### src/rtl/load_store_unit_if.sv
// Core-side request/response and RAM-side valid/ready bus of the load/store unit.
// master = the unit itself (it initiates RAM accesses); slave = the core/RAM environment.
`ifndef RISCV_ADDR_WIDTH
`define RISCV_ADDR_WIDTH 32
`endif

interface load_store_unit_if #(
   parameter int ADDR_WIDTH = `RISCV_ADDR_WIDTH
);
   logic                  req_valid_i;
   logic                  req_ready_o;
   logic                  req_we_i;
   logic [1:0]            req_size_i;
   logic                  req_unsigned_i;
   logic [ADDR_WIDTH-1:0] req_addr_i;
   logic [31:0]           req_wdata_i;
   logic                  resp_valid_o;
   logic [31:0]           resp_rdata_o;
   logic [1:0]            resp_err_o;
   logic                  mem_valid_o;
   logic                  mem_ready_i;
   logic [ADDR_WIDTH-1:0] mem_addr_o;
   logic [31:0]           mem_wdata_o;
   logic [3:0]            mem_we_o;
   logic [31:0]           mem_rdata_i;

   modport master (
      input  req_valid_i, req_we_i, req_size_i, req_unsigned_i, req_addr_i, req_wdata_i,
      input  mem_ready_i, mem_rdata_i,
      output req_ready_o, resp_valid_o, resp_rdata_o, resp_err_o,
      output mem_valid_o, mem_addr_o, mem_wdata_o, mem_we_o
   );

   modport slave (
      output req_valid_i, req_we_i, req_size_i, req_unsigned_i, req_addr_i, req_wdata_i,
      output mem_ready_i, mem_rdata_i,
      input  req_ready_o, resp_valid_o, resp_rdata_o, resp_err_o,
      input  mem_valid_o, mem_addr_o, mem_wdata_o, mem_we_o
   );
endinterface

### src/rtl/load_store_unit.sv
// Bridges one core load/store at a time onto the RAM valid/ready port, with lane
// steering, load extension, alignment checking and a read timeout.
`ifndef RISCV_ADDR_WIDTH
`define RISCV_ADDR_WIDTH 32
`endif

module load_store_unit #(
   parameter int ADDR_WIDTH     = `RISCV_ADDR_WIDTH,
   parameter int TIMEOUT_CYCLES = 15
) (
   input  logic                clk,
   input  logic                rst_n,
   load_store_unit_if.master   bus
);

   typedef enum logic [1:0] {ST_IDLE, ST_ISSUE, ST_WAIT, ST_RESP} state_t;

   localparam logic [7:0] TIMEOUT_LAST = 8'(TIMEOUT_CYCLES - 1);

   state_t                state_reg,      state_next;
   logic [1:0]            offset_reg,     offset_next;
   logic [1:0]            size_reg,       size_next;
   logic                  unsigned_reg,   unsigned_next;
   logic                  we_reg,         we_next;
   logic [7:0]            cnt_reg,        cnt_next;
   logic                  mem_valid_reg,  mem_valid_next;
   logic [ADDR_WIDTH-1:0] mem_addr_reg,   mem_addr_next;
   logic [31:0]           mem_wdata_reg,  mem_wdata_next;
   logic [3:0]            mem_we_reg,     mem_we_next;
   logic                  resp_valid_reg, resp_valid_next;
   logic [31:0]           resp_rdata_reg, resp_rdata_next;
   logic [1:0]            resp_err_reg,   resp_err_next;

   logic                  misaligned;
   logic [3:0]            byte_en;
   logic [31:0]           lane_wdata;
   logic [31:0]           lane;
   logic [31:0]           load_result;

   // Request decode, evaluated combinationally from the live request in IDLE.
   always_comb begin
      misaligned = 1'b0;
      byte_en    = 4'b1111;
      lane_wdata = bus.req_wdata_i;
      case (bus.req_size_i)
         2'b00: begin
            byte_en    = 4'b0001 << bus.req_addr_i[1:0];
            lane_wdata = {4{bus.req_wdata_i[7:0]}};
         end
         2'b01: begin
            misaligned = bus.req_addr_i[0];
            byte_en    = 4'b0011 << bus.req_addr_i[1:0];
            lane_wdata = {2{bus.req_wdata_i[15:0]}};
         end
         2'b10:   misaligned = (bus.req_addr_i[1:0] != 2'b00);
         default: misaligned = 1'b1;
      endcase
   end

   // Load extraction from the returned word using the latched offset/size.
   always_comb begin
      lane        = bus.mem_rdata_i >> {offset_reg, 3'b000};
      load_result = lane;
      case (size_reg)
         2'b00:   load_result = unsigned_reg ? {24'b0, lane[7:0]}  : {{24{lane[7]}},  lane[7:0]};
         2'b01:   load_result = unsigned_reg ? {16'b0, lane[15:0]} : {{16{lane[15]}}, lane[15:0]};
         default: load_result = lane;
      endcase
   end

   always_comb begin
      state_next      = state_reg;
      offset_next     = offset_reg;
      size_next       = size_reg;
      unsigned_next   = unsigned_reg;
      we_next         = we_reg;
      cnt_next        = cnt_reg;
      mem_valid_next  = 1'b0;
      mem_we_next     = 4'b0000;
      mem_addr_next   = mem_addr_reg;
      mem_wdata_next  = mem_wdata_reg;
      resp_valid_next = 1'b0;
      resp_rdata_next = resp_rdata_reg;
      resp_err_next   = resp_err_reg;

      case (state_reg)
         ST_IDLE: begin
            if (bus.req_valid_i) begin
               offset_next   = bus.req_addr_i[1:0];
               size_next     = bus.req_size_i;
               unsigned_next = bus.req_unsigned_i;
               we_next       = bus.req_we_i;
               if (misaligned) begin
                  resp_valid_next = 1'b1;
                  resp_rdata_next = 32'h0;
                  resp_err_next   = 2'b01;
                  state_next      = ST_RESP;
               end else begin
                  mem_valid_next = 1'b1;
                  mem_addr_next  = {bus.req_addr_i[ADDR_WIDTH-1:2], 2'b00};
                  mem_we_next    = bus.req_we_i ? byte_en : 4'b0000;
                  mem_wdata_next = lane_wdata;
                  state_next     = ST_ISSUE;
               end
            end
         end
         ST_ISSUE: begin
            // Writes are posted: the RAM never acknowledges them.
            if (we_reg) begin
               resp_valid_next = 1'b1;
               resp_rdata_next = 32'h0;
               resp_err_next   = 2'b00;
               state_next      = ST_RESP;
            end else begin
               cnt_next   = 8'd0;
               state_next = ST_WAIT;
            end
         end
         ST_WAIT: begin
            if (bus.mem_ready_i) begin
               resp_valid_next = 1'b1;
               resp_rdata_next = load_result;
               resp_err_next   = 2'b00;
               state_next      = ST_RESP;
            end else if (cnt_reg == TIMEOUT_LAST) begin
               resp_valid_next = 1'b1;
               resp_rdata_next = 32'h0;
               resp_err_next   = 2'b10;
               state_next      = ST_RESP;
            end else begin
               cnt_next = cnt_reg + 8'd1;
            end
         end
         ST_RESP:  state_next = ST_IDLE;
         default:  state_next = ST_IDLE;
      endcase
   end

   always_ff @(posedge clk or negedge rst_n) begin
      if (!rst_n) begin
         state_reg      <= ST_IDLE;
         offset_reg     <= 2'b00;
         size_reg       <= 2'b00;
         unsigned_reg   <= 1'b0;
         we_reg         <= 1'b0;
         cnt_reg        <= 8'd0;
         mem_valid_reg  <= 1'b0;
         mem_addr_reg   <= '0;
         mem_wdata_reg  <= 32'h0;
         mem_we_reg     <= 4'b0000;
         resp_valid_reg <= 1'b0;
         resp_rdata_reg <= 32'h0;
         resp_err_reg   <= 2'b00;
      end else begin
         state_reg      <= state_next;
         offset_reg     <= offset_next;
         size_reg       <= size_next;
         unsigned_reg   <= unsigned_next;
         we_reg         <= we_next;
         cnt_reg        <= cnt_next;
         mem_valid_reg  <= mem_valid_next;
         mem_addr_reg   <= mem_addr_next;
         mem_wdata_reg  <= mem_wdata_next;
         mem_we_reg     <= mem_we_next;
         resp_valid_reg <= resp_valid_next;
         resp_rdata_reg <= resp_rdata_next;
         resp_err_reg   <= resp_err_next;
      end
   end

   assign bus.req_ready_o  = (state_reg == ST_IDLE);
   assign bus.mem_valid_o  = mem_valid_reg;
   assign bus.mem_addr_o   = mem_addr_reg;
   assign bus.mem_wdata_o  = mem_wdata_reg;
   assign bus.mem_we_o     = mem_we_reg;
   assign bus.resp_valid_o = resp_valid_reg;
   assign bus.resp_rdata_o = resp_rdata_reg;
   assign bus.resp_err_o   = resp_err_reg;

endmodule

### src/flat_wrapper.sv
// flat-port wrapper written by rule: the top's interface ports become plain ports
module load_store_unit_flat 
#(
   parameter int ADDR_WIDTH     = `RISCV_ADDR_WIDTH,
   parameter int TIMEOUT_CYCLES = 15
)
  (clk, rst_n, bus_req_valid_i, bus_req_we_i, bus_req_size_i, bus_req_unsigned_i, bus_req_addr_i, bus_req_wdata_i, bus_mem_ready_i, bus_mem_rdata_i, bus_req_ready_o, bus_resp_valid_o, bus_resp_rdata_o, bus_resp_err_o, bus_mem_valid_o, bus_mem_addr_o, bus_mem_wdata_o, bus_mem_we_o);
  load_store_unit_if #(.ADDR_WIDTH(ADDR_WIDTH)) bus_i ();
  input  logic clk;
  input  logic rst_n;
  input wire logic [$bits(bus_i.req_valid_i)-1:0] bus_req_valid_i;
  input wire logic [$bits(bus_i.req_we_i)-1:0] bus_req_we_i;
  input wire logic [$bits(bus_i.req_size_i)-1:0] bus_req_size_i;
  input wire logic [$bits(bus_i.req_unsigned_i)-1:0] bus_req_unsigned_i;
  input wire logic [$bits(bus_i.req_addr_i)-1:0] bus_req_addr_i;
  input wire logic [$bits(bus_i.req_wdata_i)-1:0] bus_req_wdata_i;
  input wire logic [$bits(bus_i.mem_ready_i)-1:0] bus_mem_ready_i;
  input wire logic [$bits(bus_i.mem_rdata_i)-1:0] bus_mem_rdata_i;
  output wire logic [$bits(bus_i.req_ready_o)-1:0] bus_req_ready_o;
  output wire logic [$bits(bus_i.resp_valid_o)-1:0] bus_resp_valid_o;
  output wire logic [$bits(bus_i.resp_rdata_o)-1:0] bus_resp_rdata_o;
  output wire logic [$bits(bus_i.resp_err_o)-1:0] bus_resp_err_o;
  output wire logic [$bits(bus_i.mem_valid_o)-1:0] bus_mem_valid_o;
  output wire logic [$bits(bus_i.mem_addr_o)-1:0] bus_mem_addr_o;
  output wire logic [$bits(bus_i.mem_wdata_o)-1:0] bus_mem_wdata_o;
  output wire logic [$bits(bus_i.mem_we_o)-1:0] bus_mem_we_o;
  assign bus_i.req_valid_i = bus_req_valid_i;
  assign bus_i.req_we_i = bus_req_we_i;
  assign bus_i.req_size_i = bus_req_size_i;
  assign bus_i.req_unsigned_i = bus_req_unsigned_i;
  assign bus_i.req_addr_i = bus_req_addr_i;
  assign bus_i.req_wdata_i = bus_req_wdata_i;
  assign bus_i.mem_ready_i = bus_mem_ready_i;
  assign bus_i.mem_rdata_i = bus_mem_rdata_i;
  assign bus_req_ready_o = bus_i.req_ready_o;
  assign bus_resp_valid_o = bus_i.resp_valid_o;
  assign bus_resp_rdata_o = bus_i.resp_rdata_o;
  assign bus_resp_err_o = bus_i.resp_err_o;
  assign bus_mem_valid_o = bus_i.mem_valid_o;
  assign bus_mem_addr_o = bus_i.mem_addr_o;
  assign bus_mem_wdata_o = bus_i.mem_wdata_o;
  assign bus_mem_we_o = bus_i.mem_we_o;
  load_store_unit #(.ADDR_WIDTH(ADDR_WIDTH), .TIMEOUT_CYCLES(TIMEOUT_CYCLES)) u_core (.clk(clk), .rst_n(rst_n), .bus(bus_i));
endmodule
### config.mk
export PLATFORM = sky130hd
export DESIGN_NAME = load_store_unit_flat
export DESIGN_NICKNAME = d
export VERILOG_FILES = /design/src/rtl/load_store_unit_if.sv /design/src/rtl/load_store_unit.sv /design/src/flat_wrapper.sv
export SDC_FILE = /design/constraint.sdc
export NUM_CORES = 1
export LEC_CHECK = 0
export CORE_ASPECT_RATIO = 0.9
export CORE_MARGIN = 5
export CORE_UTILIZATION = 40
export DETAILED_ROUTE_END_ITERATION = 8
export DONT_BUFFER_PORTS = 1
export GPL_TIMING_DRIVEN = 0
export PLACE_DENSITY_LB_ADDON = 0.25
export SYNTH_ARGS = -nofsm -noshare
export SYNTH_HDL_FRONTEND = slang
export SYNTH_SLANG_ARGS = --single-unit
### constraint.sdc
create_clock -name clk -period 2.9 [get_ports clk]
set_input_delay 0.58 -clock clk [delete_from_list [all_inputs] [get_ports clk]]
set_output_delay 0.58 -clock clk [all_outputs]
set_load 0.005 [all_outputs]
# Word level (Yosys, flattened, before mapping)
# Index checks and enable logic that the tools add are counted.
[word_totals] register_bits=118 in_bits=104 wordCells=84
[op_classes] shifts=3 reduce_logical=11 muxes=41 eq_ne=14 bitwise_logic=1 addsub=1
[ops] cell="32-bit two-way mux" n=7
[ops] cell="32-bit case mux with 2 select lines" n=2
[ops] cell="32-bit case mux with 3 select lines" n=1
[ops] cell="32-bit by 5-bit right shift with 32-bit output" n=1
[ops] cell="8-bit two-way mux" n=3
[ops] cell="2-bit two-way mux" n=9
[ops] cell="4-bit two-way mux" n=4
[ops] cell="8-bit case mux with 2 select lines" n=1
[ops] cell="1-bit two-way mux" n=9
[ops] cell="8-bit by 1-bit adder with 8-bit output, second input constant" n=1
[ops] cell="8-bit by 4-bit equality test with 1-bit output, second input constant" n=1
[ops] cell="2-bit != test, second input constant" n=4
[ops] cell="2-bit case mux with 4 select lines" n=1
[ops] cell="4-bit case mux with 2 select lines" n=1
[ops] cell="2-bit by 1-bit equality test with 1-bit output, second input constant" n=3
[ops] cell="2-bit equality test, second input constant" n=3
[ops] cell="2-bit zero test" n=3
[ops] cell="1-bit case mux with 3 select lines" n=2
[ops] cell="2-bit case mux with 3 select lines" n=1
[ops] cell="5-bit AND reduction" n=1
[ops] cell="2-bit by 1-bit != test with 1-bit output, second input constant" n=2
[ops] cell="2-bit AND reduction" n=2
[ops] cell="4-bit AND reduction" n=1
[ops] cell="2-bit nonzero test" n=2
[ops] cell="other kinds (6)" n=6

# Longest topological paths before layout
# Gate-level depths: netlist (run 1).
[logic_depth] word_depth=6 mapped_depth=9 depth_no_buf=6

# Least setup slack after synthesis (run 1)
# Ideal clock, no wire load.
[synth_timing] kind="reg2reg" start="register u_core.state_reg[0]" end="register u_core.resp_rdata_reg[14], in the netlist u_core.bus.resp_rdata_o[14]" path_slack_ns=0.713 path_stages_with_launch=9 setup_ns=0.125 arrival_ns=2.063 n_path_buf=3 period_less_slack_ns=2.187 path_cell_list="dfrtp_1 inv_1 ha_1 buf_2 a221oi_2 and3_1 buf_4 buf_4 mux2_2"
[synth_via] elab_chain_len=3 word_cells_on_any_way=10
[synth_rtl] element="start, declared" line="load_store_unit.sv:20" source="state_t state_reg, state_next;"
[synth_rtl] element="start signal, assigned" line="load_store_unit.sv:155" source="state_reg <= state_next;"
[synth_rtl] element="2-bit zero test *"
[synth_rtl] element="net bus_req_ready_o" line="flat_wrapper.sv:19" source="output wire logic [$bits(bus_i.req_ready_o)-1:0] bus_req_ready_o;"
[synth_rtl] element="2-bit by 1-bit != test with 1-bit output (no source line) (tied with other cells)"
[synth_rtl] element="5-bit AND reduction (no source line)"
[synth_rtl] element="end signal, assigned" line="load_store_unit.sv:166" source="resp_rdata_reg <= resp_rdata_next;"
[synth_rtl] element="end, declared" line="load_store_unit.sv:31" source="logic [31:0] resp_rdata_reg, resp_rdata_next;"
# Mark *: on every way through the listed nets, which the timed path passes. The rest lies on a longest branch.
# A chain may end at the register's enable or synchronous reset.

# Worst setup path after layout (run 1)
[layout_timing] start="register u_core.state_reg[0]" end="register u_core.resp_rdata_reg[8], in the netlist u_core.bus.resp_rdata_o[8]"
# Same word-level chain as after synthesis.

==> run_results.csv, run 1 <==
group,metric,value,unit
cells_and_area,final-instance-count-excl-fill,782,
timing,timing.clock.skew,0.0103,ns
global_route,globalRouteOverflowTotal,0,
die,fp-row-count,42,
synthesis,postSynthRegisterBits,118,
synthesis,yosys_warns,0,
route,post_drt_wl_per_cell,22.2,µm
critical_path,r2r.worst_path.cells,8,
cells_and_area,num-fill-cells,1388,
power_and_ir_drop,power_per_standard_cell_area,1160,mW/mm²
critical_path,critical_path.startpoint,"u_core.state_reg[0]",
die,number_of_top_level_pins,209,
synthesis,synthDominantAreaCellType,"dfrtp_1",
synthesis,synth-edff-count,0,
power_and_ir_drop,largest_vdd_supply_drop,0.487,mV
cells_and_area,layout_common_cells,"dfrtp_1, mux2_2, mux2i_1",
clocking,clkSlewWorstSetupHoldPaths,0.06,ns
cells_and_area,fin_nets,682,
placement,dpl-instance-area,0.00625,mm²
synthesis,synth_top_flop_cell,"dfrtp_1",
clocking,cts-root-to-sink-buffers,2,
cells_and_area,layout_commonest_cell,"dfrtp_1",
global_route,antenna_found_initial,0,
critical_path,worstSetupEndpointType,"flip-flop",
critical_path,critical_path.top_delay_family,"compound AO/OA/AOI/OAI gates",
die,full_die_area,0.0176,mm²
route,ant_nets,0,
cells_and_area,drive_above_1_share,21.6,%
synthesis,synthesis.instances,552,
global_route,largest_net_degree_at_the_start_of_global_routing,119,
critical_path,cp.buffers_inverters,4,
cells_and_area,antenna-diode-count,0,
critical_path,critPathArrivalTime,2.94,ns
synthesis,synth_area,0.00600,mm²
outcome,status,"finished with violations",
synthesis,yosysTopAreaCellShare,49.2,%
timing,final.setup.tns,0,ns
cells_and_area,finalCoreUtilization,46.7,%
power_and_ir_drop,cellInternalPower,5.02,mW
timing,finalWorstPathRequiredPeriod,2.65,ns
critical_path,cp_max_delay_cell,"a221oi_2",
timing,fmax,377,MHz
clocking,h-tree-depth,4,
clocking,root_buffer_selected_by_cts,"clkbuf_16",
clocking,tritoncts,"built",
cells_and_area,final_area,0.00688,mm²
timing,tightest_slew,0.961,ns
route,drtPass1Iterations,4,
timing,worst_slew_margin_rel,35.7,%
placement,dpl.hpwl,12.5,mm
power_and_ir_drop,share_clk_of_total_power,28.1,%
outcome,failing_checks,"hold timing",
critical_path,critical_path.cell_chain,"inv_1, ha_1, buf_2, a221oi_2, and3_1, buf_4, buf_6, mux2_2",
cells_and_area,area_growth,14.5,%
synthesis,synthDistinctLibCells,53,
synthesis,post_synth_main_area_contributors,"dfrtp_1, mux2_2, mux2i_1, o21ai_0, nand2_1",
clocking,clock_insertion_delay_worst_skew,0.42,ns
clocking,tritoncts_num_sinks,118,
power_and_ir_drop,power.sequential.fraction,38.3,%
job,number_of_maximum_capacitance_constraint_violations,0,
synthesis,synth_seq_area_share,49.2,%
clocking,numCtsBuffers,17,
route,detail_route.vias_per_cell,5.77,
cells_and_area,area_taken_by_flip_flops_and_latches,0.00295,mm²
route,drcViolationCount,0,
timing,hold_viol_final,118,
cells_and_area,multiInputGateArea,0.00273,mm²
die,die_h,126,µm
placement,io_buffers,0,
power_and_ir_drop,leakage,3.17,nW
die,design.core.area,0.0147,mm²
timing,grt_setup_unrepaired,"false",
timing,finalCritPeriodShare,91.5,%
timing,final_number_of_max_transition_violations,0,
timing,hold_slack,-0.146,ns
timing,report.final.setup_viol,0,
placement,placed_cells_incl_taps,751,
die,floorplan.die.width,139,µm
clocking,post_cts_resized,0,
critical_path,timing.rr.end,"u_core.bus.resp_rdata_o[8]",
global_route,first_pass_grt_wire_length,27.6,mm
global_route,aggregate_global_route_resource_usage,20.0,%
global_route,number_of_global_route_vias_before_repair,4921,
critical_path,worst-r2r-setup-slack,0.25,ns
route,totalWireLength,17.4,mm
critical_path,startpoint_type,"flip-flop",
power_and_ir_drop,share_comb_of_total_power,33.6,%
power_and_ir_drop,p_sw_share,36.8,%
critical_path,critical_path_peak_fanout,10,
placement,gp_congestion,0.800,
critical_path,critical_path.reg2reg.startpoint,"u_core.state_reg[0]",
critical_path,setup.worst_path.end,"u_core.bus.resp_rdata_o[8]",
synthesis,synthArstFlopShare,100,%
synthesis,post_synth.cell_area_avg,10.9,µm²
critical_path,critical_path_cell_count,8,
die,start_util,40.8,%
power_and_ir_drop,switching_power,2.93,mW
critical_path,kind_of_critical_path,"reg2reg",
critical_path,worst_path_max_stage_delay,0.65,ns
critical_path,required,3.19,ns
route,detailedRoute.firstIterationViolations,225,
route,overall_via_count_from_detail_route,4515,
worst_hold_path,min_path_type,"in2async",
how the worst min path moves through the flow:
stage          slack (ns)                          to  cells after the start  start
5_1_grt             -0.17  u_core.bus.mem_wdata_o[11]                      0  rst_n
3_3_place_gp         0.29   u_core.bus.mem_addr_o[30]                      0  rst_n
3_5_place_dp         0.29  u_core.bus.mem_wdata_o[28]                      0  rst_n
4_1_cts             -0.17   u_core.bus.mem_addr_o[31]                      0  rst_n
6_report            -0.15  u_core.bus.mem_wdata_o[28]                      0  rst_n
2_1_floorplan        0.28   u_core.bus.mem_addr_o[10]                      0  rst_n
area by class of cell:
type                       instances  area share [%]
clock inverter                    12            2.60
buffer                            43            3.11
sequential                       118            42.9
tap                              198            3.60
clock buffer                      19            6.44
multi-input combinational        362            39.7
inverter                          30            1.64
power groups by stage:
stage	combinational (mW)	sequential [mW]	clock, mW
6_report	2.67	3.04	2.23
5_1_grt	2.97	3.14	2.36
4_1_cts	2.67	3.07	2.27
3_5_place_dp	2.65	3.07	0
3_3_place_gp	2.56	3.06	0
2_1_floorplan	2.11	2.82	0
cells by family after synthesis:
family | Yosys count | synth area share [%]
buf+inv | 73 | 5.44
flops | 118 | 49.2
compound gates | 130 | 14.4
xor+xnor | 1 | 0.146
fa+ha+maj | 6 | 1.25
simple gates | 115 | 9.92
other cells | 1 | 0.0625
mux | 108 | 19.6
metal layers:
| metal | vias up | part of all wire (%) | track usage, % |
|---|---|---|---|
| li1 | 2028 | - | - |
| met1 | 2250 | 39 | 22.9 |
| met2 | 211 | 47 | 31.7 |
| met3 | 26 | 12 | 10.9 |
| met4 | 0 | 2.1 | 7.48 |
| met5 | - | 0 | 0 |
through the flow:
step	total power, mW	worst slack (ns)
after floorplan	4.93	0.713
after global placement	5.62	0.324
after detailed placement	5.72	0.275
after CTS	8.01	0.226
after global routing	8.47	0.129
final	7.94	0.247
Yosys cell counts, types with 9 or more instances:
master / number
nor2_1: 18
mux2i_1: 48
mux2_2: 57
dfrtp_1: 118
a211oi_1: 14
a21oi_1: 19
o21ai_0: 38
nand2_1: 42
inv_1: 30
and3_1: 12
buf_2: 15
clkbuf_1: 18
a31oi_1: 17
a31o_2: 9
timing repair:
item,4_1_cts,5_1_grt
setup buffers,0,0
setup endpoints to repair,0,0
endpoints found under the hold margin,118,118
(Power assumes the default switching activity.)
==> run 2: changes to the inputs <==
--- a/config.mk
+++ b/config.mk
@@ -5,8 +5,9 @@
 export SDC_FILE = /design/constraint.sdc
 export NUM_CORES = 1
 export LEC_CHECK = 0
+export ABC_AREA = 0
+export CAP_MARGIN = 20
 export CORE_ASPECT_RATIO = 0.9
-export CORE_MARGIN = 5
 export CORE_UTILIZATION = 40
 export DETAILED_ROUTE_END_ITERATION = 8
 export DONT_BUFFER_PORTS = 1
==> run_results.csv, run 2 (same netlist as run 1, synthesis figures left out) <==
group,metric,value,unit
route,ant_nets,0,
cells_and_area,layout_commonest_cell,"dfrtp_1",
cells_and_area,antenna-diode-count,0,
job,number_of_maximum_capacitance_constraint_violations,0,
route,overall_via_count_from_detail_route,4476,
die,number_of_top_level_pins,209,
placement,dpl.hpwl,11.7,mm
power_and_ir_drop,p_total,7.87,mW
critical_path,startpoint_type,"flip-flop",
global_route,aggregate_global_route_resource_usage,21.7,%
route,detail_route.vias_per_cell,5.72,
die,die_h,118,µm
global_route,first_pass_grt_wire_length,25.9,mm
placement,io_buffers,0,
die,floorplan.die.width,131,µm
clocking,clock_insertion_delay_worst_skew,0.42,ns
critical_path,cp_common_cell,"buf_4",
cells_and_area,area_growth,14.3,%
critical_path,worst_path_max_stage_delay,0.61,ns
global_route,globalRouteOverflowTotal,0,
global_route,largest_net_degree_at_the_start_of_global_routing,119,
timing,tightest_slew,1.02,ns
die,full_die_area,0.0155,mm²
clocking,post_cts_resized,0,
die,design.core.area,0.0147,mm²
outcome,failing_checks,"hold timing",
die,fp-row-count,42,
power_and_ir_drop,power_per_standard_cell_area,1150,mW/mm²
cells_and_area,multiInputGateArea,0.00273,mm²
critical_path,critPathArrivalTime,2.95,ns
cells_and_area,fin_nets,682,
placement,placed_cells_incl_taps,751,
timing,hold_slack,-0.147,ns
critical_path,kind_of_critical_path,"reg2reg",
die,start_util,40.9,%
clocking,cts-root-to-sink-buffers,2,
cells_and_area,area_taken_by_flip_flops_and_latches,0.00295,mm²
timing,worst_slew_margin_rel,31.9,%
route,drcViolationCount,0,
placement,pre_cts_worst_setup_slack,0.283,ns
timing,final.setup.tns,0,ns
clocking,post_cts_setup_buffer_count,0,
outcome,status,"finished with violations",
critical_path,required,3.21,ns
worst_hold_path,min_path_type,"in2async",
timing,report.final.setup_viol,0,
clocking,numCtsBuffers,17,
route,detailedRoute.firstIterationViolations,227,
critical_path,cp.buffers_inverters,4,
clocking,tritoncts,"built",
critical_path,critical_path.top_delay_family,"buffers and inverters",
critical_path,critical_path.cell_chain,"inv_1, ha_1, buf_2, a221oi_2, and3_1, buf_4, buf_4, mux2_2",
route,drtPass1Iterations,6,
timing,grt_setup_unrepaired,"false",
route,post_drt_wl_per_cell,20.9,µm
clocking,h-tree-depth,4,
global_route,number_of_global_route_vias_before_repair,4694,
route,totalWireLength,16.3,mm
clocking,tritoncts_num_sinks,118,
clocking,root_buffer_selected_by_cts,"clkbuf_16",
cells_and_area,num-fill-cells,1385,
timing,fmax,379,MHz
global_route,antenna_found_initial,0,
timing,timing.clock.skew,0.00723,ns
critical_path,critical_path_peak_fanout,10,
timing,hold_viol_final,118,
timing,finalCritPeriodShare,90.9,%
critical_path,cp_max_delay_cell,"a221oi_2",
critical_path,worstSetupEndpointType,"flip-flop",
cells_and_area,layout_common_cells,"dfrtp_1, mux2_2, mux2i_1",
cells_and_area,drive_above_1_share,21.7,%
clocking,clkSlewWorstSetupHoldPaths,0.06,ns
power_and_ir_drop,largest_vdd_supply_drop,0.484,mV
placement,gp_congestion,0.842,
power_and_ir_drop,leakage,3.15,nW
timing,post-route-worst-setup-slack,0.263,ns
timing,final_number_of_max_transition_violations,0,
cells_and_area,final-instance-count-excl-fill,783,
timing,finalWorstPathRequiredPeriod,2.64,ns
run 2: area by class of cell:
| class | count | share of cell area, % |
|---|---|---|
| plain buffers | 43 | 3.12 |
| clock buffers | 18 | 6.25 |
| clock inverters | 14 | 2.59 |
| inverters | 30 | 1.64 |
| multi-input cells | 362 | 39.8 |
| flip-flops and latches | 118 | 43.0 |
| well taps | 198 | 3.61 |
run 2: through the flow:
stage / utilization [%] / cell area (µm²) / hold WS (ns)
2_1_floorplan: - / 6010 / 0.284
3_3_place_gp: 42.7 / 6250 / 0.292
3_5_place_dp: 42.7 / 6250 / 0.290
4_1_cts: 46.8 / 6860 / -0.160
5_1_grt: 46.8 / 6860 / -0.168
6_report: 46.8 / 6860 / -0.147
run 2: report_power, final:
group,total [mW],switching (mW),internal [mW]
clock network,2.18,0.818,1.36
registers,3.02,0.632,2.38
logic,2.67,1.49,1.18
run 2: worst paths after layout:
check	startpoint	endpoint	slack [ns]	cells past startpoint
worst max-delay path	u_core.state_reg[0]	u_core.bus.resp_rdata_o[14]	0.26	8
worst min-delay path	rst_n	u_core.bus.resp_rdata_o[10]	-0.15	0
worst max register to register	u_core.state_reg[0]	u_core.bus.resp_rdata_o[14]	0.26	8
worst min register to register	u_core.bus.mem_wdata_o[11]	u_core.bus.mem_wdata_o[11]	0.51	2
max in group asynchronous	rst_n	u_core.cnt_reg[7]	2.78	0
min in group clk	bus_req_addr_i[0]	u_core.bus.mem_we_o[2]	0.23	1
run 2: per-layer routing:
metal	vias up	share of wire [%]	GRT usage, %
li1	2022	-	-
met1	2246	40	25.8
met2	187	48	35.1
met3	21	9.6	8.54
met4	0	1.9	9.04
met5	-	0	0
